`config.mk`:
```
export PLATFORM = sky130hd
export DESIGN_NAME = t05_hist_builder
export DESIGN_NICKNAME = d
export VERILOG_FILES = /design/src/rtl/t05_hist_builder.sv
export SDC_FILE = /design/constraint.sdc
export NUM_CORES = 1
export LEC_CHECK = 0
export CAP_MARGIN = 40
export CORE_ASPECT_RATIO = 0.8
export CORE_MARGIN = 4
export CORE_UTILIZATION = 30
export DETAILED_ROUTE_END_ITERATION = 6
export PLACE_DENSITY = 0.62
export SKIP_CTS_REPAIR_TIMING = 1
export SLEW_MARGIN = 15
export SYNTH_ARGS = -nofsm -noshare
export SYNTH_HDL_FRONTEND = slang
export SYNTH_SLANG_ARGS = --single-unit
```
`constraint.sdc`:
```
create_clock -name clk -period 5 [get_ports clk]
set_input_delay 1.25 -clock clk [delete_from_list [all_inputs] [get_ports clk]]
set_output_delay 1.25 -clock clk [all_outputs]
set_load 0.05 [all_outputs]
```
`src/rtl/t05_hist_builder.sv`:
```
// t05_hist_builder
// Builds the 256-bin character histogram held in the SRAM behind
// t05_sram_interface. After start it clears every bin. It then accepts one
// byte per handshake and does a read-modify-write of bin[byte]. On end of
// file it reports the number of bytes accepted and pulses done.
//
// Optional build macro: HIST_SATURATE_EN
//   defined   - bins and total_chars saturate at 2^CNT_W-1. A bin that is
//               already saturated is not rewritten.
//   undefined - bins and total_chars wrap modulo 2^CNT_W.
//
// Note: the reset input is named rst but is asynchronous and active-low.

module t05_hist_builder #(
    parameter int unsigned CNT_W = 32,
    parameter int unsigned BINS  = 256
) (
    input  logic                    clk,
    input  logic                    rst,
    input  logic                    start,
    input  logic [7:0]              in_char,
    input  logic                    in_valid,
    output logic                    in_ready,
    input  logic                    eof,
    output logic [CNT_W-1:0]        histogram,
    output logic [$clog2(BINS)-1:0] histgram_addr,
    output logic                    hist_r_wr,
    output logic                    hist_req,
    input  logic                    busy_i,
    input  logic [CNT_W-1:0]        old_char,
    output logic [CNT_W-1:0]        total_chars,
    output logic                    done
);

    localparam int unsigned      ADDR_W   = $clog2(BINS);
    localparam logic [ADDR_W-1:0] LAST_BIN = ADDR_W'(BINS - 1);
    localparam logic [CNT_W-1:0]  CNT_MAX  = '1;

    typedef enum logic [3:0] {
        IDLE,
        CLR_REQ,
        CLR_WAIT,
        ACCEPT,
        RD_REQ,
        RD_WAIT,
        WR_REQ,
        WR_WAIT,
        DONE
    } state_t;

    state_t            state;
    logic [ADDR_W-1:0] clr_addr;
    logic              pend_eof;   // eof arrived together with the last byte

    logic [CNT_W-1:0]  bin_next;
    logic [CNT_W-1:0]  total_next;
    logic              skip_write;

    // Incremented bin/total values and the saturated-bin write bypass
    always_comb begin
        // NOTE: every output of a combinational block is given a default first
        // so that no path leaves it unassigned, which would infer a latch.
        bin_next   = old_char + CNT_W'(1);
        total_next = total_chars + CNT_W'(1);
        skip_write = 1'b0;
`ifdef HIST_SATURATE_EN
        if (old_char == CNT_MAX) begin
            bin_next   = CNT_MAX;
            skip_write = 1'b1;
        end
        if (total_chars == CNT_MAX) begin
            total_next = CNT_MAX;
        end
`endif
    end

    // Control FSM; every SRAM-side and handshake output is registered here
    always_ff @(posedge clk or negedge rst) begin
        // NOTE: sequential state uses non-blocking (<=) so that every register
        // samples pre-edge values, independent of statement order.
        if (!rst) begin
            state         <= IDLE;
            clr_addr      <= '0;
            pend_eof      <= 1'b0;
            in_ready      <= 1'b0;
            histogram     <= '0;
            histgram_addr <= '0;
            hist_r_wr     <= 1'b0;
            hist_req      <= 1'b0;
            total_chars   <= '0;
            done          <= 1'b0;
        end else begin
            case (state)
                // Wait for start; total_chars keeps its last value meanwhile
                IDLE: begin
                    if (start) begin
                        state         <= CLR_REQ;
                        clr_addr      <= '0;
                        total_chars   <= '0;
                        pend_eof      <= 1'b0;
                        hist_req      <= 1'b1;
                        hist_r_wr     <= 1'b1;
                        histgram_addr <= '0;
                        histogram     <= '0;
                    end
                end

                // Write 0 to bin clr_addr; hold the request until acknowledged
                CLR_REQ: begin
                    if (busy_i) begin
                        state    <= CLR_WAIT;
                        hist_req <= 1'b0;
                    end
                end

                // The clear address stops at the last bin and never wraps
                CLR_WAIT: begin
                    if (!busy_i) begin
                        if (clr_addr == LAST_BIN) begin
                            state    <= ACCEPT;
                            in_ready <= 1'b1;
                        end else begin
                            state         <= CLR_REQ;
                            clr_addr      <= clr_addr + ADDR_W'(1);
                            histgram_addr <= clr_addr + ADDR_W'(1);
                            hist_req      <= 1'b1;
                        end
                    end
                end

                // A byte has priority over eof; eof given with it is deferred
                ACCEPT: begin
                    if (in_valid) begin
                        state         <= RD_REQ;
                        in_ready      <= 1'b0;
                        total_chars   <= total_next;
                        pend_eof      <= eof;
                        histgram_addr <= ADDR_W'(in_char);
                        hist_r_wr     <= 1'b0;
                        hist_req      <= 1'b1;
                    end else if (eof) begin
                        state    <= DONE;
                        in_ready <= 1'b0;
                        done     <= 1'b1;
                    end
                end

                RD_REQ: begin
                    if (busy_i) begin
                        state    <= RD_WAIT;
                        hist_req <= 1'b0;
                    end
                end

                // Read data is valid once busy_i drops
                RD_WAIT: begin
                    if (!busy_i) begin
                        if (skip_write) begin
                            if (pend_eof) begin
                                state <= DONE;
                                done  <= 1'b1;
                            end else begin
                                state    <= ACCEPT;
                                in_ready <= 1'b1;
                            end
                        end else begin
                            state     <= WR_REQ;
                            histogram <= bin_next;
                            hist_r_wr <= 1'b1;
                            hist_req  <= 1'b1;
                        end
                    end
                end

                WR_REQ: begin
                    if (busy_i) begin
                        state    <= WR_WAIT;
                        hist_req <= 1'b0;
                    end
                end

                // The read-modify-write finishes before the next byte is taken
                WR_WAIT: begin
                    if (!busy_i) begin
                        if (pend_eof) begin
                            state <= DONE;
                            done  <= 1'b1;
                        end else begin
                            state    <= ACCEPT;
                            in_ready <= 1'b1;
                        end
                    end
                end

                // done is high for exactly the one cycle spent in this state
                DONE: begin
                    state    <= IDLE;
                    done     <= 1'b0;
                    pend_eof <= 1'b0;
                end

                default: begin
                    state    <= IDLE;
                    in_ready <= 1'b0;
                    hist_req <= 1'b0;
                    done     <= 1'b0;
                end
            endcase
        end
    end

endmodule
```
==> impl_metrics.json <==
{
  "status": "finished, final reports clean",
  "cp-startpoint": "start",
  "area_growth_pct": 36.4,
  "power_uw": 3210,
  "cts_max_level": 3,
  "cts_max_path_buffers": 2,
  "layout_common_cells": "120 x clkdlybuf4s50_1, 89 x dfrtp_1, 68 x nand2_1",
  "ys_types": 51,
  "critical_path_class": "in2reg",
  "dp_hpwl_um": 9710,
  "drtPass1Iterations": 5,
  "hold_path_depth": 2,
  "grt_pass1_wl_um": 21900,
  "num_io_pins": 122,
  "worstReg2RegStart": "total_chars[0]",
  "ant_nets": 0,
  "hold_end": "histogram[29]",
  "skew_ns": 0.00663,
  "num_rows": 41,
  "synth_edf_count": 0,
  "grt_overflow": 0,
  "synth.avg_cell_area_um2": 8.88,
  "fp.dieW_um": 150,
  "relSlewSlack_pct": 55.8,
  "drv_slew": 0,
  "synthFlopType": "dfrtp_1",
  "layout_commonest_cell": "clkdlybuf4s50_1",
  "ys_ff_latch": 89,
  "end_kind": "register",
  "yosysSeqAreaShare_pct": 46.1,
  "cap_viol_max_count": 0,
  "ff2ff_path_depth": 5,
  "cp_max_fo": 12,
  "drc_errors": 0,
  "period_share_pct": 64.0,
  "place_congestion": 0.814,
  "drt_iter0_drc": 327,
  "max_freq_mhz": 312,
  "cts_tree": "built",
  "start_util_pct": 30.6,
  "routed_via_density": 5.03,
  "routed_wl_um": 13300,
  "setup_viol": 0,
  "yosysTopAreaCell": "dfrtp_1",
  "power.leakage_uw": 0.00254,
  "clk_latency_ns": 0.35,
  "crit_arrival_ns": 3.47,
  "grt_max_degree": 54,
  "ys_warn_count": 0,
  "port_buffers": 121,
  "synth.area.top_cells": "dfrtp_1 46%, xnor2_1 8.0%, o21ai_0 5.3%",
  "tns_ns": 0,
  "worstHoldStart": "histogram[29]",
  "min_period_ns": 3.20,
  "ys_async_sr_fraction_pct": 100,
  "die-area_um2": 18200,
  "n_antenna_cell": 0,
  "wl_per_cell_um": 15.2,
  "hold_class": "reg2reg",
  "cts_sinks": 89,
  "track_usage_pct": 14.9,
  "powerDensity_nw_per_um2": 487,
  "worstReg2RegEnd": "total_chars[29]",
  "design.core.area_um2": 15800,
  "die_h_um": 122,
  "netlist_area_um2": 4830,
  "crit_required_ns": 5.27,
  "cts_root_buffer": "clkbuf_16",
  "r2r_slack_ns": 2.44,
  "syn-instance-count": 544,
  "rsz0062_at_grt": "no",
  "ir_drop_mv": 0.196,
  "cts_buffers": 9,
  "worst_pin_slew_ns": 0.664,
  "num_vias": 4403,
  "drive_gt1_share_pct": 5.45,
  "synth_top_area_share_pct": 46.1,
  "hold_viol_final": 0,
  "start_kind": "input port",
  "grt_antenna_before_repair": 0,
  "clk_pin_slew_ns": 0.06,
  "nets": 704,
  "synth_nets": 593,
  "grt_pass1_vias": 4233
}
## synthesized netlist by cell type (all sizes together) (6+ instances only)
| cell | n |
|---|---|
| inv | 13 |
| xnor2 | 44 |
| dfrtp | 89 |
| o21ai | 51 |
| o31ai | 10 |
| nand3 | 25 |
| clkbuf | 24 |
| nor4 | 21 |
| and3 | 9 |
| xor2 | 9 |
| a21oi | 25 |
| nor2 | 51 |
| nand4 | 16 |
| mux2 | 6 |
| nand2 | 68 |
| or3 | 8 |
| nor3 | 10 |
| or4 | 6 |
## metal layers
| layer | vias up | global-route usage, % | share of wire [%] |
|---|---|---|---|
| li1 | 2151 | - | - |
| met1 | 2134 | 20.8 | 47 |
| met2 | 113 | 22.8 | 45 |
| met3 | 5 | 4.97 | 6.4 |
| met4 | 0 | 2.86 | 0.73 |
| met5 | - | 0 | 0 |
## logic make-up (layout without fill, tap and decap cells)
kind of cell | after synthesis | count (layout) | synth area share, %
mux | 7 | 7 | 1.61
buf+inv | 41 | 157 | 3.34
simple gates | 239 | 239 | 24.8
flops | 89 | 89 | 46.1
xor+xnor | 53 | 53 | 9.61
fa+ha+maj | 3 | 3 | 0.777
compound gates | 112 | 112 | 13.8
## cell type report
cell class	count	area, um^2
fill	1568	9210
tap	215	269
sequential	89	2230
multi-input combinational	414	2450
clock inverter	4	75.1
clock buffer	12	256
inverter	13	48.8
timing repair buffer	128	1270
## sequential cells by signal, summed over array words and instances (netlist names)
signal / flops
clr_addr: 8
done: 1
hist_r_wr: 1
hist_req: 1
histgram_addr: 8
histogram: 32
in_ready: 1
pend_eof: 1
state: 4
total_chars: 32
## how the worst max path moves through the flow
stage,slack (ns),to
final,1.80,total_chars[28]
after global routing,1.64,total_chars[24]
after CTS,1.82,total_chars[28]
after detailed placement,1.47,total_chars[24]
after global placement,1.48,total_chars[28]
after floorplan,2.30,total_chars[30]
## power by group
part	leakage (uW)	internal, uW	total (uW)	switching, uW
clock	0.000155	465	746	281
sequential	0.00119	876	1040	163
combinational	0.00119	495	1420	930
total	0.00254	1840	3210	1370
## stage by stage
stage	utilization (%)	area [um^2]	hold slack, ns	setup WS [ns]	cells
final	41.7	6590	0.481	1.80	875
after global routing	41.7	6590	0.510	1.64	875
after CTS	41.7	6590	0.485	1.82	875
after detailed placement	39.6	6260	0.470	1.47	859
after global placement	39.5	6240	0.465	1.48	857
after floorplan	-	4830	0.498	2.30	544
## worst max-delay path, stage by stage
cell	delay (ns)
clkdlybuf4s50_1	0.56
nor3b_1	0.27
o21ai_2	0.21
or4_1	0.66
or3_1	0.37
a21oi_1	0.14
(Power assumes the default switching activity.)
==> edit 1, RTL diff (same flow settings) <==
Build with the macro `HIST_SATURATE_EN` defined.
--- a/src/rtl/t05_hist_builder.sv
+++ b/src/rtl/t05_hist_builder.sv
@@ -10,6 +10,8 @@
 //   undefined - bins and total_chars wrap modulo 2^CNT_W.
 //
 // Note: the reset input is named rst but is asynchronous and active-low.
+
+`define HIST_SATURATE_EN
 
 module t05_hist_builder #(
     parameter int unsigned CNT_W = 32,
Formal check against the unedited RTL: same outputs for any inputs over 10 cycles, from zero or initial values and one cycle with rst low; that may be too few to reach the edited logic, so the function may still have changed.
==> edit 1 against the unedited design <==
  * Total power grew 16%
  * Global-route usage grew 1.7 points
  * Routed wire length grew 21%
  * First-iteration DRC count grew 6.7%
  * Setup slack lost 560 ps
  * Sequential cell count is the same
  * Synthesized area grew 7.3%
  * Final area grew 5.3%
  * Largest cell class unchanged
==> edit 1: results (changes against the unedited design) <==
* Final instance count without filler cells: 931 (+6.4%)
* 1st-iter DRT viols: 349 (+6.7%)
- Ranked by total cell area, the synthesized netlist is headed by dfrtp_1, nand2_1, o21ai_0.
- The sequential share of power came to 0.302 (-0.022).
- All-layer global routing usage: 0.166 (+0.0174)
- The via count normalized by instance count was 5.33 (+5.9%).
- The worst hold path cell count was 1 (-1).
* Vias in the first global route: 4601 (+8.7%)
- The static power due to leakage was 2.76 nW (+8.5%).
- The internal cell power is 0.00201 W (+9.5%).
- Hold path startpoint: done
- Post-Syn Nets: 650 (+9.6%)
- The largest fanout on the critical path was 24 (+12).
* End of the critical path: histogram[21]
* Hold slack: 479 ps (-1.87 ps)
- Sorting the synthesized cells by how often they occur yields dfrtp_1, nand2_1, o21ai_0.
- The mean post-synth cell area was 8.63 µm² (-2.9%).
- Status: completed
* Final clock period utilization by the worst path: 0.751 (+0.111)
* Instance count after placement with tap cells included: 915 (+6.5%)
- Worst path arrival time: 4010 ps (+540 ps)
* Number of nets at the end of the flow: 755 (+7.2%)
- The first-pass GRT wire length came to 25900 µm (+18%).
* Routed wire length per instance: 17.2 µm (+13%)
- The parity-gate share of the synthesized area counting xor and xnor cells is 0.0557 (-0.0403).
* Launch point of the critical path: old_char[0]
* Power dissipated in combinational cells: 0.00179 W (+26%)
- The peak ir drop on the vdd network was 0.237 mV (+21%).
- The area fraction in compound gates after synthesis was 0.216 (+0.0775).
==> edit 1: changes by cell type in the layout (fill, tap and decap cells not counted), moves of 6 or more <==
cell,unedited run,this run
nand2_1,68,74
or3_1,7,0
a22oi_1,1,7
nor2_1,51,45
and3_1,9,22
xnor2_1,44,12
nand3_1,25,37
a31oi_1,3,14
nor4_1,21,2
xor2_1,9,21
a21oi_1,25,33
o21ai_1,0,30
==> edit 1: routing by layer <==
layer / up-vias / routed length (µm) / global-route usage
li1: 2419 / - / -
met1: 2387 / 7720 / 0.243
met2: 147 / 7100 / 0.242
met3: 10 / 1110 / 0.0573
met4: 0 / 118 / 0.0280
met5: - / 0 / 0
==> edit 1: final cells by class <==
cell class	instances	area [µm²]	share of cell area
Multi-Input combinational cell	466	2770	0.400
Clock buffer	10	229	0.0330
Clock inverter	6	116	0.0168
Timing Repair Buffer	126	1270	0.182
Sequential cell	89	2230	0.321
Inverter	14	52.6	0.00757
Tap cell	220	275	0.0397
==> edit 2, RTL diff (same settings) <==
Made on the original files. The 9 states of `state_t` get a one-hot encoding in 9 bits.
--- a/src/rtl/t05_hist_builder.sv
+++ b/src/rtl/t05_hist_builder.sv
@@ -36,16 +36,16 @@
     localparam logic [ADDR_W-1:0] LAST_BIN = ADDR_W'(BINS - 1);
     localparam logic [CNT_W-1:0]  CNT_MAX  = '1;
 
-    typedef enum logic [3:0] {
-        IDLE,
-        CLR_REQ,
-        CLR_WAIT,
-        ACCEPT,
-        RD_REQ,
-        RD_WAIT,
-        WR_REQ,
-        WR_WAIT,
-        DONE
+    typedef enum logic [8:0] {
+        IDLE     = 9'b000000001,
+        CLR_REQ  = 9'b000000010,
+        CLR_WAIT = 9'b000000100,
+        ACCEPT   = 9'b000001000,
+        RD_REQ   = 9'b000010000,
+        RD_WAIT  = 9'b000100000,
+        WR_REQ   = 9'b001000000,
+        WR_WAIT  = 9'b010000000,
+        DONE     = 9'b100000000
     } state_t;
 
     state_t            state;
Behaviour: no difference found for any inputs over 10 cycles, from zero or initial values and one cycle with rst low; not proved beyond that.
==> edit 2 against the unedited design <==
  * Final area grew 7.5%
  * Non-clock buffer count grew 1
  * Sequential share of layout area shrank 0.58 points
  * Sequential cell count grew 5
  * Synthesized cell count grew 7.5%
  * Synthesized area grew 9.8%
  * Setup slack gained 16 ps
  * Routed wire length grew 8.5%
  * Largest cell class unchanged
  * Highest routed layer unchanged
Power is not compared: it rests on default switching activity, and its combinational part moved more than twofold at a synthesized area within 25%.
==> edit 2: results (changes against the unedited design) <==
- Status: completed
- The post-synth net total came to 634 (+6.9%).
* Clock-cell share: 0.0478 (-0.00246)
* Vias in the first global route: 4474 (+5.7%)
- Multi-input gate area in the final layout: 2730 µm² (+11%)
* Routed wire length per instance: 15.6 µm (+2.7%)
* Final Cell Area: 7090 µm² (+7.5%)
- Largest registers: histogram: 32 flops, total_chars: 32 flops, state: 9 flops
- Routed length on met1: 7220 µm (+14%)
- Number of placement rows: 43 (+4.9%)
- The first-pass GRT wire length was 23400 µm (+6.6%).
* Avg Synthesized Cell Area: 9.07 µm² (+2.1%)
- FFs & Latches: 94 (+5.6%)
- The worst hold margin came to 478 ps (-2.98 ps).
- The worst hold path begins at hist_r_wr.
- DR WL met3: 823 µm (-4.0%)
- The layout net count came to 743 (+5.5%).
* All-layer global routing usage: 0.145 (-0.00358)
- Met3 layer usage reported by global route: 0.0351 (-0.0145)
* Setup WS pre-CTS: 1450 ps (-21.6 ps)
- The clock tree buffer count of the final layout came to 11 (-1).
* Multi-input comb cells: 435 (+5.1%)
* List of most frequent post-synthesis cells: dfrtp_1, o21ai_0, nand3_1
* Number of detailed-route iterations in the first pass: 4 (-1)
- The initial DRC count was 228 (-30%).
[edit 2: cell count changes after synthesis, sizes merged, moves of 12 or more]
cell,delta
nand2,-24
nand3,+26
xnor2,-21
nor2,-22
o21ai,+14
nand4,+14
inv,+12
xor2,+16
[edit 2: worst max path at each step]
| stage | from | to | cells past startpoint |
|---|---|---|---|
| floorplan | busy_i | histgram_addr[0] | 6 |
| global placement | in_valid | total_chars[31] | 6 |
| detailed placement | in_valid | total_chars[31] | 6 |
| CTS | in_valid | total_chars[31] | 6 |
| global route | in_valid | total_chars[27] | 6 |
| finish | in_valid | total_chars[31] | 6 |
[edit 2: critical path, stage by stage]
cell and delay [ps]:
clkdlybuf4s50_1 630, nor3b_1 160, nor3b_1 360, nand4_2 340, or4_1 550, a21oi_1 160
[edit 2: logic make-up after synthesis]
kind of cell | share of synthesized area
AOI/OAI and AO/OA | 0.126
muxes | 0.0285
adders and majority gates | 0.00708
and+or+nand+nor | 0.273
xor gates and xnor gates | 0.0793
DFF | 0.444
buffers and inverters | 0.0420
